**config.mk**
```make
export PLATFORM = sky130hd
export DESIGN_NAME = pl_hazard_ctrl_flat
export DESIGN_NICKNAME = d
export VERILOG_FILES = /design/src/rtl/cpu_types_pkg.sv /design/src/rtl/pl_hazard_ctrl_if.sv /design/src/rtl/pl_hazard_ctrl_loaduse.sv /design/src/rtl/pl_hazard_ctrl.sv /design/src/flat_wrapper.sv
export SDC_FILE = /design/constraint.sdc
export NUM_CORES = 1
export LEC_CHECK = 0
export ABC_CLOCK_PERIOD_IN_PS = 3300
export CAP_MARGIN = 20
export CORE_AREA = 3 3 40 42
export DETAILED_ROUTE_END_ITERATION = 12
export DIE_AREA = 0 0 43 45
export DONT_BUFFER_PORTS = 1
export PLACE_DENSITY = 0.46
export SLEW_MARGIN = 10
export SYNTH_ARGS = -nofsm -noshare
export SYNTH_HDL_FRONTEND = slang
export SYNTH_HIERARCHICAL = 1
export SYNTH_SLANG_ARGS = --single-unit
```
**constraint.sdc**
```tcl
create_clock -name CLK -period 3.3 [get_ports CLK]
set_input_delay 0.33 -clock CLK [delete_from_list [all_inputs] [get_ports CLK]]
set_output_delay 0.33 -clock CLK [all_outputs]
set_load 0.01 [all_outputs]
```
**src/rtl/cpu_types_pkg.sv**
```systemverilog
// Shared types for the pipeline sequencing controller: controller state and register index.
package cpu_types_pkg;

  typedef enum logic [1:0] {
    RUN    = 2'd0,
    DWAIT  = 2'd1,
    HALTED = 2'd2
  } hz_state_t;

  typedef logic [4:0] regbits_t;

endpackage

```
**src/rtl/pl_hazard_ctrl_if.sv**
```systemverilog
// Hazard-controller bundle: stage status from the datapath in, pipe-register controls out.
// Handshake: no valid/ready pairs here; every control is a same-cycle level the datapath samples at the next rising CLK.
interface pl_hazard_ctrl_if;
  import cpu_types_pkg::*;

  logic     ihit;
  logic     dhit;
  logic     mem_dREN;
  logic     mem_dWEN;
  logic     mem_redirect;
  logic     idex_MemRead;
  regbits_t idex_rd;
  regbits_t ifid_rs;
  regbits_t ifid_rt;
  logic     wb_halt;

  logic     pc_WEN;
  logic     ifid_WEN;
  logic     idex_WEN;
  logic     exmem_WEN;
  logic     memwb_WEN;
  logic     ifid_flush;
  logic     idex_flush;
  logic     exmem_flush;
  logic     memwb_flush;
  logic     halted;

  // Controller side.
  modport master (
    input  ihit, dhit, mem_dREN, mem_dWEN, mem_redirect, idex_MemRead,
           idex_rd, ifid_rs, ifid_rt, wb_halt,
    output pc_WEN, ifid_WEN, idex_WEN, exmem_WEN, memwb_WEN,
           ifid_flush, idex_flush, exmem_flush, memwb_flush, halted
  );

  // Datapath side.
  modport slave (
    output ihit, dhit, mem_dREN, mem_dWEN, mem_redirect, idex_MemRead,
           idex_rd, ifid_rs, ifid_rt, wb_halt,
    input  pc_WEN, ifid_WEN, idex_WEN, exmem_WEN, memwb_WEN,
           ifid_flush, idex_flush, exmem_flush, memwb_flush, halted
  );

endinterface

```
**src/rtl/pl_hazard_ctrl_loaduse.sv**
```systemverilog
// Combinational load-use detector: a load in ID/EX writing a register the IF/ID instruction reads.
module pl_loaduse_detect
  import cpu_types_pkg::*;
(
  input  logic     idex_MemRead,
  input  regbits_t idex_rd,
  input  regbits_t ifid_rs,
  input  regbits_t ifid_rt,
  output logic     lu_hazard
);

  // $zero is never a real dependency.
  assign lu_hazard = idex_MemRead && (idex_rd != 5'd0) &&
                     ((idex_rd == ifid_rs) || (idex_rd == ifid_rt));

endmodule

```
**src/rtl/pl_hazard_ctrl.sv**
```systemverilog
// Pipeline sequencing controller: Mealy WEN/flush/pc_WEN generation with RUN/DWAIT/HALTED FSM.
// Optional PL_HAZARD_PERF_EN adds stall_cycles / flush_events counters.
module pl_hazard_ctrl
  import cpu_types_pkg::*;
(
  input  logic              CLK,
  input  logic              nRST,
  pl_hazard_ctrl_if.master  hz,
  output hz_state_t         dbg_state,
  output logic              dbg_ihit_held
`ifdef PL_HAZARD_PERF_EN
  ,
  output logic [31:0]       stall_cycles,
  output logic [31:0]       flush_events
`endif
);

  hz_state_t state, next_state;
  logic      ihit_held, ihit_held_next;
  logic      lu_hazard;
  logic      dmem_wait;
  logic      redirect_win;
  logic      pc_w, ifid_w, idex_w, exmem_w, memwb_w;
  logic      ifid_f, idex_f, exmem_f, memwb_f;

  pl_loaduse_detect u_loaduse (
    .idex_MemRead (hz.idex_MemRead),
    .idex_rd      (hz.idex_rd),
    .ifid_rs      (hz.ifid_rs),
    .ifid_rt      (hz.ifid_rt),
    .lu_hazard    (lu_hazard)
  );

  assign dmem_wait = (hz.mem_dREN | hz.mem_dWEN) & ~hz.dhit;

  always_ff @(posedge CLK or negedge nRST) begin
    if (!nRST) begin
      state     <= RUN;
      ihit_held <= 1'b0;
    end else begin
      state     <= next_state;
      ihit_held <= ihit_held_next;
    end
  end

  always_comb begin
    next_state     = state;
    ihit_held_next = ihit_held;
    redirect_win   = 1'b0;
    pc_w    = 1'b0; ifid_w  = 1'b0; idex_w  = 1'b0; exmem_w = 1'b0; memwb_w = 1'b0;
    ifid_f  = 1'b0; idex_f  = 1'b0; exmem_f = 1'b0; memwb_f = 1'b0;
    if (state != HALTED) begin
      if (dmem_wait) begin
        next_state = DWAIT;
        if (hz.ihit) ihit_held_next = 1'b1;
      end else begin
        next_state = RUN;
        if (hz.mem_redirect) begin
          redirect_win = 1'b1;
          pc_w    = 1'b1;
          memwb_w = 1'b1;
          ifid_f  = 1'b1; idex_f = 1'b1; exmem_f = 1'b1;
        end else if (lu_hazard) begin
          exmem_w = 1'b1; memwb_w = 1'b1;
          idex_f  = 1'b1;
          if (hz.ihit) ihit_held_next = 1'b1;
        end else if (!(hz.ihit || ihit_held)) begin
          idex_w = 1'b1; exmem_w = 1'b1; memwb_w = 1'b1;
          ifid_f = 1'b1;
        end else begin
          pc_w = 1'b1; ifid_w = 1'b1; idex_w = 1'b1; exmem_w = 1'b1; memwb_w = 1'b1;
        end
      end
      if (hz.wb_halt) next_state = HALTED;
    end
    // A PC advance or redirect consumes (or discards) the held fetch.
    if (pc_w || hz.mem_redirect) ihit_held_next = 1'b0;
  end

  assign hz.pc_WEN      = pc_w;
  assign hz.ifid_WEN    = ifid_w;
  assign hz.idex_WEN    = idex_w;
  assign hz.exmem_WEN   = exmem_w;
  assign hz.memwb_WEN   = memwb_w;
  assign hz.ifid_flush  = ifid_f;
  assign hz.idex_flush  = idex_f;
  assign hz.exmem_flush = exmem_f;
  assign hz.memwb_flush = memwb_f;
  assign hz.halted      = (state == HALTED);
  assign dbg_state      = state;
  assign dbg_ihit_held  = ihit_held;

`ifdef PL_HAZARD_PERF_EN
  always_ff @(posedge CLK or negedge nRST) begin
    if (!nRST) begin
      stall_cycles <= 32'd0;
      flush_events <= 32'd0;
    end else if (state != HALTED) begin
      if (!pc_w)        stall_cycles <= stall_cycles + 32'd1;
      if (redirect_win) flush_events <= flush_events + 32'd1;
    end
  end
`endif

endmodule

```
**src/flat_wrapper.sv**
```systemverilog
// flat-port wrapper written by rule: the top's interface ports become plain ports
module pl_hazard_ctrl_flat import cpu_types_pkg::*;
  (CLK, nRST, dbg_state, dbg_ihit_held, hz_ihit, hz_dhit, hz_mem_dREN, hz_mem_dWEN, hz_mem_redirect, hz_idex_MemRead, hz_idex_rd, hz_ifid_rs, hz_ifid_rt, hz_wb_halt, hz_pc_WEN, hz_ifid_WEN, hz_idex_WEN, hz_exmem_WEN, hz_memwb_WEN, hz_ifid_flush, hz_idex_flush, hz_exmem_flush, hz_memwb_flush, hz_halted);
  pl_hazard_ctrl_if hz_i ();
  input  logic CLK;
  input  logic nRST;
  output hz_state_t dbg_state;
  output logic dbg_ihit_held;
  input wire logic [$bits(hz_i.ihit)-1:0] hz_ihit;
  input wire logic [$bits(hz_i.dhit)-1:0] hz_dhit;
  input wire logic [$bits(hz_i.mem_dREN)-1:0] hz_mem_dREN;
  input wire logic [$bits(hz_i.mem_dWEN)-1:0] hz_mem_dWEN;
  input wire logic [$bits(hz_i.mem_redirect)-1:0] hz_mem_redirect;
  input wire logic [$bits(hz_i.idex_MemRead)-1:0] hz_idex_MemRead;
  input wire logic [$bits(hz_i.idex_rd)-1:0] hz_idex_rd;
  input wire logic [$bits(hz_i.ifid_rs)-1:0] hz_ifid_rs;
  input wire logic [$bits(hz_i.ifid_rt)-1:0] hz_ifid_rt;
  input wire logic [$bits(hz_i.wb_halt)-1:0] hz_wb_halt;
  output wire logic [$bits(hz_i.pc_WEN)-1:0] hz_pc_WEN;
  output wire logic [$bits(hz_i.ifid_WEN)-1:0] hz_ifid_WEN;
  output wire logic [$bits(hz_i.idex_WEN)-1:0] hz_idex_WEN;
  output wire logic [$bits(hz_i.exmem_WEN)-1:0] hz_exmem_WEN;
  output wire logic [$bits(hz_i.memwb_WEN)-1:0] hz_memwb_WEN;
  output wire logic [$bits(hz_i.ifid_flush)-1:0] hz_ifid_flush;
  output wire logic [$bits(hz_i.idex_flush)-1:0] hz_idex_flush;
  output wire logic [$bits(hz_i.exmem_flush)-1:0] hz_exmem_flush;
  output wire logic [$bits(hz_i.memwb_flush)-1:0] hz_memwb_flush;
  output wire logic [$bits(hz_i.halted)-1:0] hz_halted;
  assign hz_i.ihit = hz_ihit;
  assign hz_i.dhit = hz_dhit;
  assign hz_i.mem_dREN = hz_mem_dREN;
  assign hz_i.mem_dWEN = hz_mem_dWEN;
  assign hz_i.mem_redirect = hz_mem_redirect;
  assign hz_i.idex_MemRead = hz_idex_MemRead;
  assign hz_i.idex_rd = hz_idex_rd;
  assign hz_i.ifid_rs = hz_ifid_rs;
  assign hz_i.ifid_rt = hz_ifid_rt;
  assign hz_i.wb_halt = hz_wb_halt;
  assign hz_pc_WEN = hz_i.pc_WEN;
  assign hz_ifid_WEN = hz_i.ifid_WEN;
  assign hz_idex_WEN = hz_i.idex_WEN;
  assign hz_exmem_WEN = hz_i.exmem_WEN;
  assign hz_memwb_WEN = hz_i.memwb_WEN;
  assign hz_ifid_flush = hz_i.ifid_flush;
  assign hz_idex_flush = hz_i.idex_flush;
  assign hz_exmem_flush = hz_i.exmem_flush;
  assign hz_memwb_flush = hz_i.memwb_flush;
  assign hz_halted = hz_i.halted;
  pl_hazard_ctrl u_core (.CLK(CLK), .nRST(nRST), .hz(hz_i), .dbg_state(dbg_state), .dbg_ihit_held(dbg_ihit_held));
endmodule
```
==> impl_results.html <==
<table>
<tr><th>Metric</th><th>Value</th></tr>
<tr><th colspan="2">GRT</th></tr>
<tr><td>First-pass GRT wire length</td><td>1390 um</td></tr>
<tr><td>Total routing resource utilization after global routing</td><td>0.103</td></tr>
<tr><td>Initial antenna violation count</td><td>0</td></tr>
<tr><td>Via count of the first global-routing pass</td><td>336</td></tr>
<tr><td>GRT Residual Overflow</td><td>0</td></tr>
<tr><td>Maximum number of pins on one net before global-route repair</td><td>9</td></tr>
<tr><th colspan="2">Logic synthesis</th></tr>
<tr><td>Fraction of synthesis flops using an asynchronous set or reset pin</td><td>1.00</td></tr>
<tr><td>Synthesized flop and latch total</td><td>3</td></tr>
<tr><td>Sequential-to-total area share from yosys stat</td><td>0.222</td></tr>
<tr><td>Net count after synthesis</td><td>67</td></tr>
<tr><td>Post-Syn Area</td><td>338 sq um</td></tr>
<tr><td>Cells after Synth</td><td>43</td></tr>
<tr><td>Count of flip-flops with a built-in enable after synthesis</td><td>0</td></tr>
<tr><td>Cell variety after synth</td><td>21</td></tr>
<tr><td>Synthesized area per cell</td><td>7.86 sq um</td></tr>
<tr><td>Count of yosys warnings during synthesis</td><td>6</td></tr>
<tr><td>Most common flop cell mapped by yosys</td><td>sky130_fd_sc_hd__dfrtp_1</td></tr>
<tr><th colspan="2">Setup path</th></tr>
<tr><td>Setup crit end kind</td><td>output pin</td></tr>
<tr><td>Length in cells of the worst reg-to-reg path</td><td>3</td></tr>
<tr><td>Worst EP required</td><td>2.97 ns</td></tr>
<tr><td>Data arrival time of the critical path</td><td>1.67 ns</td></tr>
<tr><td>Kind of launch point of the worst setup path</td><td>primary input</td></tr>
<tr><td>Worst-path fanout max</td><td>6</td></tr>
<tr><td>Worst-case register-to-register setup slack</td><td>2.26 ns</td></tr>
<tr><td>Origin of the critical flop-to-flop path</td><td>u_core/dbg_state[0]$_DFFE_PN0P_</td></tr>
<tr><td>R2r endpoint</td><td>u_core/dbg_ihit_held$_DFFE_PN0P_</td></tr>
<tr><td>Critical setup path kind</td><td>primary input to output pin</td></tr>
<tr><th colspan="2">Power and ir drop</th></tr>
<tr><td>Net load switching power</td><td>between 0.02 and 0.03 mW</td></tr>
<tr><td>Power density relative to cell area</td><td>312 nW/um^2</td></tr>
<tr><td>Power share of the combinational group</td><td>0.162</td></tr>
<tr><td>Switching fraction of total power</td><td>0.225</td></tr>
<tr><td>Leakage power of the design</td><td>0.159 nW</td></tr>
<tr><td>VDD IR max</td><td>0.0598 mV</td></tr>
<tr><td>Clk network pwr share</td><td>0.530</td></tr>
<tr><td>Internal Pwr Total</td><td>0.0931 mW</td></tr>
<tr><td>Portion of total power attributed to sequential cells</td><td>0.308</td></tr>
<tr><th colspan="2">Clock tree</th></tr>
<tr><td>Clock Tree Buf Depth</td><td>2</td></tr>
<tr><td>Clock root cell</td><td>sky130_fd_sc_hd__clkbuf_4</td></tr>
<tr><td>Number of cells upsized or downsized after cts</td><td>0</td></tr>
<tr><td>Max H-tree Level</td><td>1</td></tr>
<tr><td>Clock insertion delay at the later pin of the skew report</td><td>0.23 ns</td></tr>
<tr><td>CTS tree</td><td>done</td></tr>
<tr><td>Clock-pin slew on the worst setup and hold paths</td><td>approximately 0.040 ns</td></tr>
<tr><td>CTS Buf Count</td><td>3</td></tr>
<tr><td>Number of sinks on the clock net</td><td>3</td></tr>
<tr><th colspan="2">STA</th></tr>
<tr><td>Hold Violations, Final</td><td>0</td></tr>
<tr><td>Worst clock skew on the final layout</td><td>0.00287 ns</td></tr>
<tr><td>Final setup fails</td><td>0</td></tr>
<tr><td>Unrepaired setup endpoints after global routing</td><td>no</td></tr>
<tr><td>Setup TNS Final</td><td>0 ns</td></tr>
<tr><td>Max Fclk</td><td>0.500 GHz</td></tr>
<tr><td>Total count of max-transition violations in the final report</td><td>0</td></tr>
<tr><td>Tcrit/Tclk final</td><td>0.606</td></tr>
<tr><td>Shortest period the worst path allows</td><td>2.00 ns</td></tr>
<tr><th colspan="2">Route</th></tr>
<tr><td>Routed wirelength normalized by instance count</td><td>13.6 um</td></tr>
<tr><td>Number of design rule violations left after detail routing</td><td>0</td></tr>
<tr><td>Wire length after detailed routing</td><td>about 840 um</td></tr>
<tr><td>Avg Vias per Cell</td><td>4.81</td></tr>
<tr><td>Via count of the routed design</td><td>298</td></tr>
<tr><td>Number of DRC markers after the initial detailed-route iteration</td><td>3</td></tr>
<tr><td>Post-detailed-route count of antenna-violating nets</td><td>0</td></tr>
<tr><td>Detailed-routing iteration count for the pre-antenna-repair pass</td><td>3</td></tr>
<tr><th colspan="2">Cells and area</th></tr>
<tr><td>Number of inserted diodes</td><td>0</td></tr>
<tr><td>Final standard cell count with taps included and fillers excluded</td><td>62</td></tr>
<tr><td>Final Net Count</td><td>72</td></tr>
<tr><td>Post-route core utilization</td><td>0.300</td></tr>
<tr><td>Share of layout cells above drive strength 1</td><td>0.191</td></tr>
<tr><td>Synthesis-to-finish area growth</td><td>14.1%</td></tr>
<tr><th colspan="2">Hold path</th></tr>
<tr><td>Cell depth of the worst min-delay path</td><td>1</td></tr>
<tr><td>Hold crit path type</td><td>primary input to flop</td></tr>
<tr><td>Start point of the worst hold path</td><td>hz_wb_halt</td></tr>
<tr><td>Worst Hold End</td><td>u_core/dbg_state[1]$_DFFE_PN0P_</td></tr>
<tr><th colspan="2">Floorplanning</th></tr>
<tr><td>Number of cell rows</td><td>13</td></tr>
<tr><td>Total Die Area</td><td>1940 sq um</td></tr>
<tr><td>Horizontal die dimension</td><td>43 um</td></tr>
<tr><td>Die height</td><td>45 um</td></tr>
<tr><td>Initial core utilization</td><td>0.263</td></tr>
<tr><td>Area of the placeable core</td><td>1280 sq um</td></tr>
<tr><td>Number of placed I/O pins</td><td>37</td></tr>
<tr><th colspan="2">Place</th></tr>
<tr><td>Routability-driven placement congestion ratio</td><td>0.603</td></tr>
<tr><td>Buffers on Ports</td><td>0</td></tr>
<tr><td>Detailed placement HPWL</td><td>740 um</td></tr>
<tr><td>DP Cell Count</td><td>57</td></tr>
<tr><th colspan="2">Outcome</th></tr>
<tr><td>Result of the run</td><td>completed</td></tr>
<tr><th colspan="2">Flow run</th></tr>
<tr><td>Max cap viols</td><td>0</td></tr>
</table>
[final cells by class]
class                      count  area (sq um)
clock buffer                   4          26.3
fill                         147           900
inverter                       3          11.3
multi-input combinational     36           244
sequential                     3          75.1
tap                           15          18.8
timing repair buffer           1          10.0
[state kept, by name (all words and copies together), names as in the netlist]
name                  count
u_core/dbg_state          2
u_core/dbg_ihit_held      1
[worst max-delay path by stage]
stage | end | cells past startpoint | slack (ns) | start
6_report | hz_ifid_flush | 5 | 1.30 | hz_idex_rd[1]
5_1_grt | hz_ifid_flush | 5 | 1.19 | hz_idex_rd[1]
4_1_cts | hz_ifid_flush | 5 | 1.29 | hz_idex_rd[1]
3_5_place_dp | hz_ifid_flush | 5 | 1.29 | hz_idex_rd[1]
3_3_place_gp | hz_ifid_flush | 5 | 1.31 | hz_idex_rd[1]
2_1_floorplan | hz_ifid_flush | 5 | 1.36 | hz_idex_rd[1]
[kinds of logic after synthesis]
logic type,share of synthesized area
xor gates and xnor gates,0.259
other,0.0111
and+or+nand+nor,0.319
DFF,0.222
AOI/OAI and AO/OA,0.133
buffers and inverters,0.0556
[synth_stat cells, types with 2 or more instances]
cell | number | area (sq um)
sky130_fd_sc_hd__xnor2_1 | 4 | 35.0
sky130_fd_sc_hd__dfrtp_1 | 3 | 75.1
sky130_fd_sc_hd__nor3_1 | 3 | 15.0
sky130_fd_sc_hd__nor2_1 | 8 | 30.0
sky130_fd_sc_hd__xor2_1 | 6 | 52.6
sky130_fd_sc_hd__a21oi_1 | 2 | 10.0
sky130_fd_sc_hd__nand3_1 | 2 | 10.0
sky130_fd_sc_hd__inv_2 | 2 | 7.51
[power groups by stage]
stage | clock network (mW) | logic (mW) | registers, mW
6_report | 0.0637 | 0.0194 | 0.0370
5_1_grt | 0.0732 | 0.0226 | 0.0369
4_1_cts | 0.0673 | 0.0196 | 0.0370
3_5_place_dp | 0 | 0.0179 | 0.0375
3_3_place_gp | 0 | 0.0177 | 0.0375
2_1_floorplan | 0 | 0.0171 | 0.0375
[per-stage QoR]
| stage | total power, mW | hold WS (ns) | area, sq um | setup WS (ns) |
|---|---|---|---|---|
| final | 0.120 | 0.271 | 385 | 1.30 |
| after global routing | 0.133 | 0.263 | 385 | 1.19 |
| after detailed placement | 0.0554 | 0.0345 | 349 | 1.29 |
| after floorplan | 0.0545 | 0.0344 | 338 | 1.36 |
| after CTS | 0.124 | 0.261 | 385 | 1.29 |
| after global placement | 0.0552 | 0.0345 | 349 | 1.31 |
[worst max-delay path, stage by stage]
cell	delay (ns)
sky130_fd_sc_hd__or4_1	0.51
sky130_fd_sc_hd__o21ai_1	0.12
sky130_fd_sc_hd__a21oi_1	0.11
sky130_fd_sc_hd__or3_1	0.33
sky130_fd_sc_hd__a21oi_1	0.26
[what timing repair did]
item,CTS,global route
endpoints found under the hold margin,3,0
hold buffers,1,0
buffers inserted,0,0
[cells in the final DEF (no fill, tap or decap)]
master,synthesis,final
sky130_fd_sc_hd__conb_1,1,1
sky130_fd_sc_hd__nor4_2,1,1
sky130_fd_sc_hd__nand3_1,2,2
sky130_fd_sc_hd__xnor2_1,4,4
sky130_fd_sc_hd__or3_1,1,1
sky130_fd_sc_hd__o221a_1,1,1
sky130_fd_sc_hd__o21bai_2,1,1
sky130_fd_sc_hd__nor2_1,8,8
sky130_fd_sc_hd__o21a_1,1,1
sky130_fd_sc_hd__nand2_4,1,1
sky130_fd_sc_hd__a21oi_1,2,2
sky130_fd_sc_hd__dlygate4sd3_1,0,1
sky130_fd_sc_hd__o21ai_1,1,1
sky130_fd_sc_hd__inv_1,1,1
sky130_fd_sc_hd__xor2_1,6,6
sky130_fd_sc_hd__inv_2,2,2
sky130_fd_sc_hd__clkbuf_1,0,1
sky130_fd_sc_hd__nand2b_2,1,1
sky130_fd_sc_hd__nand2b_1,1,1
sky130_fd_sc_hd__or4_1,1,1
sky130_fd_sc_hd__dfrtp_1,3,3
sky130_fd_sc_hd__nor3_1,3,3
sky130_fd_sc_hd__clkbuf_4,0,3
[routing by layer]
| layer | up-vias | routed length [um] | global-route usage |
|---|---|---|---|
| met5 | - | 0 | 0 |
| met4 | 0 | 0 | 0.0904 |
| met3 | 0 | 95 | 0.0319 |
| met2 | 18 | 467 | 0.177 |
| met1 | 132 | 280 | 0.0990 |
| li1 | 148 | - | - |
Power figures use the tool's default switching activity.
